File: config.mk
export PLATFORM = sky130hd
export DESIGN_NAME = crest_seq_fsm_flat
export DESIGN_NICKNAME = d
export VERILOG_FILES = /design/src/rtl/crest_seq_fsm_pkg.sv /design/src/rtl/crest_seq_fsm_if.sv /design/src/rtl/crest_seq_fsm_xform.sv /design/src/rtl/crest_seq_fsm.sv /design/src/flat_wrapper.sv
export SDC_FILE = /design/constraint.sdc
export NUM_CORES = 1
export LEC_CHECK = 0
export BUFFER_PORTS_ARGS = -buffer_cell sky130_fd_sc_hd__buf_2
export CORE_ASPECT_RATIO = 1.1
export CORE_MARGIN = 10
export CORE_UTILIZATION = 53
export CTS_CLUSTER_DIAMETER = 120
export DETAILED_ROUTE_END_ITERATION = 10
export PLACE_DENSITY = 0.86
export SETUP_SLACK_MARGIN = 0.2
export SLEW_MARGIN = 10
export SYNTH_ARGS = -nofsm -noshare
export SYNTH_HDL_FRONTEND = slang
export SYNTH_HIERARCHICAL = 1
export SYNTH_SLANG_ARGS = --single-unit
File: constraint.sdc
create_clock -name CK -period 2.2 [get_ports CK]
set_clock_uncertainty 0.05 [all_clocks]
set_input_delay 0.44 -clock CK [delete_from_list [all_inputs] [get_ports CK]]
set_output_delay 0.44 -clock CK [all_outputs]
set_load 0.01 [all_outputs]
File: src/rtl/crest_seq_fsm_pkg.sv
`default_nettype none
// ============================================================================
//  Module   : crest_seq_pkg
//  Purpose  : Shared types and constants for the CREsT sequential control FSM:
//             state encoding, transform mode codes and the default LFSR taps.
//  Ports    : none (package)
//  Revision : 1.0  initial release
// ============================================================================
package crest_seq_pkg;

  // State codes are visible on the state output, so the values are fixed.
  typedef enum logic [2:0] {
    IDLE = 3'd0,
    LOAD = 3'd1,
    RUN  = 3'd2,
    DONE = 3'd3,
    ERR  = 3'd4
  } state_t;

  localparam logic [1:0] MODE_HOLD = 2'b00;
  localparam logic [1:0] MODE_ROL  = 2'b01;
  localparam logic [1:0] MODE_INV  = 2'b10;
  localparam logic [1:0] MODE_LFSR = 2'b11;

  localparam logic [7:0] DEF_LFSR_TAP = 8'hB8;

endpackage : crest_seq_pkg
`default_nettype wire

File: src/rtl/crest_seq_fsm_if.sv
`default_nettype none
// ============================================================================
//  Module   : crest_seq_fsm_if
//  Purpose  : Request/acknowledge control bus of the CREsT sequential FSM.
//  Ports    : master drives start/abort/en/ack/mode/din and observes
//             busy/done/err/cnt/dout/state; slave is the mirror image.
//  Revision : 1.0  initial release
// ============================================================================
interface crest_seq_fsm_if #(
  parameter int IN_W  = 8,
  parameter int CNT_W = 5,
  parameter int OUT_W = 8
);
  logic             start;
  logic             abort;
  logic             en;
  logic             ack;
  logic [1:0]       mode;
  logic [IN_W-1:0]  din;
  logic             busy;
  logic             done;
  logic             err;
  logic [CNT_W-1:0] cnt;
  logic [OUT_W-1:0] dout;
  logic [2:0]       state;

  modport master (
    output start, abort, en, ack, mode, din,
    input  busy, done, err, cnt, dout, state
  );

  modport slave (
    input  start, abort, en, ack, mode, din,
    output busy, done, err, cnt, dout, state
  );
endinterface : crest_seq_fsm_if
`default_nettype wire

File: src/rtl/crest_seq_fsm_xform.sv
`default_nettype none
// ============================================================================
//  Module   : crest_seq_xform
//  Purpose  : Combinational next-value function of the data register.
//             00 hold, 01 rotate-left-1, 10 invert, 11 Fibonacci-style LFSR
//             step (shift left, feedback = parity of dout & LFSR_TAP).
//  Ports    : dout_i  current data register
//             mode_i  latched transform mode
//             dout_o  transformed value
//  Revision : 1.0  initial release
// ============================================================================
module crest_seq_xform
  import crest_seq_pkg::*;
#(
  parameter int               OUT_W    = 8,
  parameter logic [OUT_W-1:0] LFSR_TAP = OUT_W'(DEF_LFSR_TAP)
) (
  input  logic [OUT_W-1:0] dout_i,
  input  logic [1:0]       mode_i,
  output logic [OUT_W-1:0] dout_o
);

  always_comb begin
    dout_o = dout_i;
    case (mode_i)
      MODE_HOLD: dout_o = dout_i;
      MODE_ROL:  dout_o = {dout_i[OUT_W-2:0], dout_i[OUT_W-1]};
      MODE_INV:  dout_o = ~dout_i;
      // An all-zero register stays zero here; that lockup is intentional.
      MODE_LFSR: dout_o = {dout_i[OUT_W-2:0], ^(dout_i & LFSR_TAP)};
      default:   dout_o = dout_i;
    endcase
  end

endmodule : crest_seq_xform
`default_nettype wire

File: src/rtl/crest_seq_fsm.sv
`default_nettype none
// ============================================================================
//  Module   : crest_seq_fsm
//  Purpose  : Reference sequential control FSM for the CREsT benchmark flow.
//             IDLE captures run length/seed/mode on start, LOAD clears the
//             step counter, RUN transforms the data register once per enabled
//             cycle until len steps are done, DONE/ERR wait for ack.
//  Ports    : CK        clock, rising edge
//             CLR       synchronous active-low reset
//             bus       control interface (slave side)
//             scan_en   shift enable          (SCAN_CHAIN_EN only)
//             scan_in   serial input          (SCAN_CHAIN_EN only)
//             scan_out  serial output, dout[0] (SCAN_CHAIN_EN only)
//  Macro    : SCAN_CHAIN_EN adds a full scan chain over every flop, order
//             state[2:0], mode_r, len, cnt, dout (MSB first each).
//  Revision : 1.0  initial release
// ============================================================================
module crest_seq_fsm
  import crest_seq_pkg::*;
#(
  parameter int               IN_W     = 8,
  parameter int               CNT_W    = 5,
  parameter int               OUT_W    = 8,
  parameter logic [OUT_W-1:0] LFSR_TAP = OUT_W'(DEF_LFSR_TAP)
) (
  input  logic           CK,
  input  logic           CLR,
  crest_seq_fsm_if.slave bus
`ifdef SCAN_CHAIN_EN
  ,
  input  logic           scan_en,
  input  logic           scan_in,
  output logic           scan_out
`endif
);

  logic [2:0]       state_q, state_d;
  logic [1:0]       mode_q,  mode_d;
  logic [CNT_W-1:0] len_q,   len_d;
  logic [CNT_W-1:0] cnt_q,   cnt_d;
  logic [OUT_W-1:0] dout_q,  dout_d;
  logic [OUT_W-1:0] xf_dout;

  crest_seq_xform #(
    .OUT_W    (OUT_W),
    .LFSR_TAP (LFSR_TAP)
  ) u_xform (
    .dout_i (dout_q),
    .mode_i (mode_q),
    .dout_o (xf_dout)
  );

  // State register (together with the datapath registers it controls).
  always_ff @(posedge CK) begin
    if (!CLR) begin
      state_q <= IDLE;
      mode_q  <= '0;
      len_q   <= '0;
      cnt_q   <= '0;
      dout_q  <= '0;
    end else begin
      state_q <= state_d;
      mode_q  <= mode_d;
      len_q   <= len_d;
      cnt_q   <= cnt_d;
      dout_q  <= dout_d;
    end
  end

  // Next-state and datapath next-value logic.
  always_comb begin
    state_d = state_q;
    mode_d  = mode_q;
    len_d   = len_q;
    cnt_d   = cnt_q;
    dout_d  = dout_q;
    case (state_q)
      IDLE: begin
        if (bus.start) begin
          len_d   = bus.din[CNT_W-1:0];
          dout_d  = bus.din[OUT_W-1:0];
          mode_d  = bus.mode;
          state_d = (bus.din[CNT_W-1:0] == '0) ? ERR : LOAD;
        end
      end
      LOAD: begin
        cnt_d   = '0;
        state_d = bus.abort ? IDLE : RUN;
      end
      RUN: begin
        // abort wins over en and leaves cnt/dout untouched.
        if (bus.abort) begin
          state_d = IDLE;
        end else if (bus.en) begin
          cnt_d  = cnt_q + CNT_W'(1);
          dout_d = xf_dout;
          // Compare before the increment so len = 2^CNT_W-1 never wraps cnt.
          if (cnt_q == len_q - CNT_W'(1)) begin
            state_d = DONE;
          end
        end
      end
      DONE, ERR: begin
        if (bus.ack) begin
          state_d = IDLE;
        end
      end
      default: begin
        // Unreachable codes recover to a clean IDLE.
        state_d = IDLE;
        mode_d  = '0;
        len_d   = '0;
        cnt_d   = '0;
        dout_d  = '0;
      end
    endcase
`ifdef SCAN_CHAIN_EN
    // Shifting overrides every functional update; reset still wins in the
    // register process.
    if (scan_en) begin
      {state_d, mode_d, len_d, cnt_d, dout_d} =
        {scan_in, state_q, mode_q, len_q, cnt_q, dout_q[OUT_W-1:1]};
    end
`endif
  end

  // Output decode: purely from registered state, no input-to-output path.
  always_comb begin
    bus.busy = 1'b0;
    bus.done = 1'b0;
    bus.err  = 1'b0;
    case (state_q)
      LOAD, RUN: bus.busy = 1'b1;
      DONE:      bus.done = 1'b1;
      ERR:       bus.err  = 1'b1;
      default:   ;
    endcase
  end

  assign bus.state = state_q;
  assign bus.cnt   = cnt_q;
  assign bus.dout  = dout_q;

`ifdef SCAN_CHAIN_EN
  assign scan_out = dout_q[0];
`endif

endmodule : crest_seq_fsm
`default_nettype wire

File: src/flat_wrapper.sv
// flat-port wrapper written by rule: the top's interface ports become plain ports
module crest_seq_fsm_flat import crest_seq_pkg::*;
#(
  parameter int               IN_W     = 8,
  parameter int               CNT_W    = 5,
  parameter int               OUT_W    = 8,
  parameter logic [OUT_W-1:0] LFSR_TAP = OUT_W'(DEF_LFSR_TAP)
)
  (CK, CLR, bus_start, bus_abort, bus_en, bus_ack, bus_mode, bus_din, bus_busy, bus_done, bus_err, bus_cnt, bus_dout, bus_state);
  crest_seq_fsm_if #(.IN_W(IN_W), .CNT_W(CNT_W), .OUT_W(OUT_W)) bus_i ();
  input  logic CK;
  input  logic CLR;
  input wire logic [$bits(bus_i.start)-1:0] bus_start;
  input wire logic [$bits(bus_i.abort)-1:0] bus_abort;
  input wire logic [$bits(bus_i.en)-1:0] bus_en;
  input wire logic [$bits(bus_i.ack)-1:0] bus_ack;
  input wire logic [$bits(bus_i.mode)-1:0] bus_mode;
  input wire logic [$bits(bus_i.din)-1:0] bus_din;
  output wire logic [$bits(bus_i.busy)-1:0] bus_busy;
  output wire logic [$bits(bus_i.done)-1:0] bus_done;
  output wire logic [$bits(bus_i.err)-1:0] bus_err;
  output wire logic [$bits(bus_i.cnt)-1:0] bus_cnt;
  output wire logic [$bits(bus_i.dout)-1:0] bus_dout;
  output wire logic [$bits(bus_i.state)-1:0] bus_state;
  assign bus_i.start = bus_start;
  assign bus_i.abort = bus_abort;
  assign bus_i.en = bus_en;
  assign bus_i.ack = bus_ack;
  assign bus_i.mode = bus_mode;
  assign bus_i.din = bus_din;
  assign bus_busy = bus_i.busy;
  assign bus_done = bus_i.done;
  assign bus_err = bus_i.err;
  assign bus_cnt = bus_i.cnt;
  assign bus_dout = bus_i.dout;
  assign bus_state = bus_i.state;
  crest_seq_fsm #(.IN_W(IN_W), .CNT_W(CNT_W), .OUT_W(OUT_W), .LFSR_TAP(LFSR_TAP)) u_core (.CK(CK), .CLR(CLR), .bus(bus_i));
endmodule
==> flow_summary.json <==
{
  "utilization_pct": 62.1,
  "postSynthCellCount": 183,
  "antenna_cells": 0,
  "yosys-top-cells-area": "dfxtp_1, xnor2_1, nand2_1, a221oi_1, nor2b_1",
  "dpl-instance-area_mm2": 0.00166,
  "synth.distinct_cells": 39,
  "die_area_mm2": 0.00533,
  "syn_area_mm2": 0.00149,
  "worst_pin_slew_ps": 571,
  "synth_enable_flop_cells": 0,
  "wl_um": 3630,
  "avgSynthCellArea_um2": 8.14,
  "post-dp-hpwl_um": 2670,
  "power.density_mw_per_mm2": 732,
  "rows": 20,
  "yosys_warnings": 6,
  "status": "complete, no violations",
  "final.min_clock_period_ps": 1840,
  "grt_overflow": 0,
  "gp_congestion": 0.808,
  "wl_per_cell_um": 14.7,
  "worstSetupStartpointType": "flop",
  "finalSetupTns_ps": 0,
  "grt_use_met2_pct": 22.4,
  "grt_max_degree": 19,
  "mostFrequentLayoutCell": "buf_2",
  "dp.cells": 243,
  "first_global_vias": 1330,
  "grt_usage_pct": 13.4,
  "leakagePower_nw": 0.670,
  "hp-class": "in -> reg",
  "drcViolationCount": 0,
  "die_h_um": 75.6,
  "timing.rr.start": "u_core/bus.dout[5]$_SDFFE_PN0P_",
  "startpoint": "u_core/bus.state[2]$_SDFFE_PN0P_",
  "setup_slack_ps": 355,
  "final_cell_area_mm2": 0.00169,
  "cts_buffers": 3,
  "ant_nets": 0,
  "worst_ep_arrival_time_ps": 1350,
  "ys.flop_type": "dfxtp_1",
  "n_fill_cell": 257,
  "die_w_um": 70.5,
  "vias": 1394,
  "cts.clk_slew.worst_paths_ps": 140,
  "start_util_pct": 54.6,
  "top_usage_layer": "met2",
  "coreArea_mm2": 0.00273,
  "rsz0062_at_grt": "false",
  "clockRootBuffer": "clkbuf_4",
  "first_pass_iters": 4,
  "hp-start": "bus_mode[1]",
  "clk_path_buf_depth": 2,
  "cts_max_level": 1,
  "fin_nets": 233,
  "avgViaCountPerCell": 5.64,
  "setup_violations": 0,
  "met1_usage_pct": 16.2,
  "timing.hold.ws_ps": 334,
  "synth.yosys.seq_area_share_pct": 30.9,
  "portBuffers": 34,
  "post-route-period-util_pct": 83.9,
  "grt_pass1_wl_um": 6010,
  "drive_gt1_share_pct": 23.4,
  "cts_sinks": 23,
  "io_pins": 35,
  "total_power_mw": 1.24,
  "final_cell_mix": "buf_2, nand2_1, dfxtp_1",
  "synth_nets": 201,
  "critPathMaxFanout": 14,
  "cts_tree": "done",
  "cts_hold_buf": 0,
  "max_slew_margin_pct": 61.9,
  "final-hold-violation-count": 0,
  "max-vdd-ir-drop_uv": 491,
  "met3_usage_pct": 4.04,
  "yosys.area.top_type": "dfxtp_1",
  "max_freq_mhz": 542,
  "synth-seq-cells": 23,
  "worstPathRequired_ps": 1710,
  "drt-initial-drc-count": 75,
  "slew_viol_final": 0,
  "synth_top_area_share_pct": 30.9,
  "worst_skew_pair.late_latency_ps": 320,
  "dp_slack_ps": 289,
  "end_kind": "primary output",
  "synthArstFlopShare_pct": 0,
  "path_class": "reg -> out",
  "syn_to_final_growth_pct": 13.7,
  "finalNonFillerCells": 247,
  "cap_violations": 0,
  "antenna_found_initial": 0
}
==> cells by family (layout without fill, tap and decap cells) <==
logic type / count (synthesis) / count (layout) / share of synthesized area [%]
buf+inv: 16 / 47 / 5.88
simple gates: 76 / 76 / 27.2
flops: 23 / 23 / 30.9
compound gates: 44 / 44 / 20.3
xor+xnor: 21 / 21 / 13.4
fa+ha+maj: 2 / 2 / 1.68
mux: 1 / 1 / 0.672
==> cells in the mapped netlist, drive strengths merged, types with 2 or more instances <==
master / n
nor3: 12
o21ai: 9
inv: 4
nor3b: 3
dfxtp: 23
a21oi: 13
clkbuf: 3
a31oi: 2
nand2: 23
a221oi: 8
nor2: 9
o211ai: 7
xor2: 2
nand3: 9
ha: 2
nand2b: 5
buf: 8
nor2b: 10
xnor2: 18
==> final cells by class <==
cell class                      instances  area (um2)  area share (%)
Multi-Input combinational cell        144         945            55.8
Clock buffer                            3        22.5            1.33
Timing Repair Buffer                   38         200            11.8
Tap cell                               33        41.3            2.44
Sequential cell                        23         460            27.2
Inverter                                5        18.8            1.11
Clock inverter                          1        5.00           0.296
==> per-layer routing <==
metal | routed length (um) | part of all wire, %
met3 | 209 | 5.8
met1 | 1710 | 47
met5 | 0 | 0
met4 | 24 | 0.66
met2 | 1680 | 46
==> path summary, 6_finish.rpt <==
| check | end | slack (ps) | cells past startpoint |
|---|---|---|---|
| setup / recovery | bus_done | 360 | 2 |
| hold / removal | u_core/mode_q[1]$_SDFFE_PN0P_ | 330 | 3 |
| setup reg to reg | u_core/bus.dout[0]$_SDFFE_PN0P_ | 430 | 5 |
| hold reg to reg | u_core/len_q[4]$_SDFFE_PN0P_ | 430 | 2 |
==> what timing repair did <==
action                                  CTS  global route
gates resized for setup                   0             1
endpoints found under the setup margin    0             8
setup buffers                             0             0
==> critical path: stages (launching register included) <==
cell	delay [ps]
dfxtp_1	640
and3b_1	260
buf_2	140
==> registers in the layout, summed over array words and instances, names as in the netlist <==
name and flops:
u_core/bus.dout 8, u_core/bus.state 3, u_core/bus.cnt 5, u_core/mode_q 2, u_core/len_q 5
==> report_power, final <==
group,leakage (nW),switching [mW],internal [mW]
logic,0.464,0.259,0.241
clock network,0.0177,0.133,0.0680
registers,0.189,0.0720,0.467
total,0.670,0.464,0.776
Note: power is estimated with default switching activity, not from simulation.
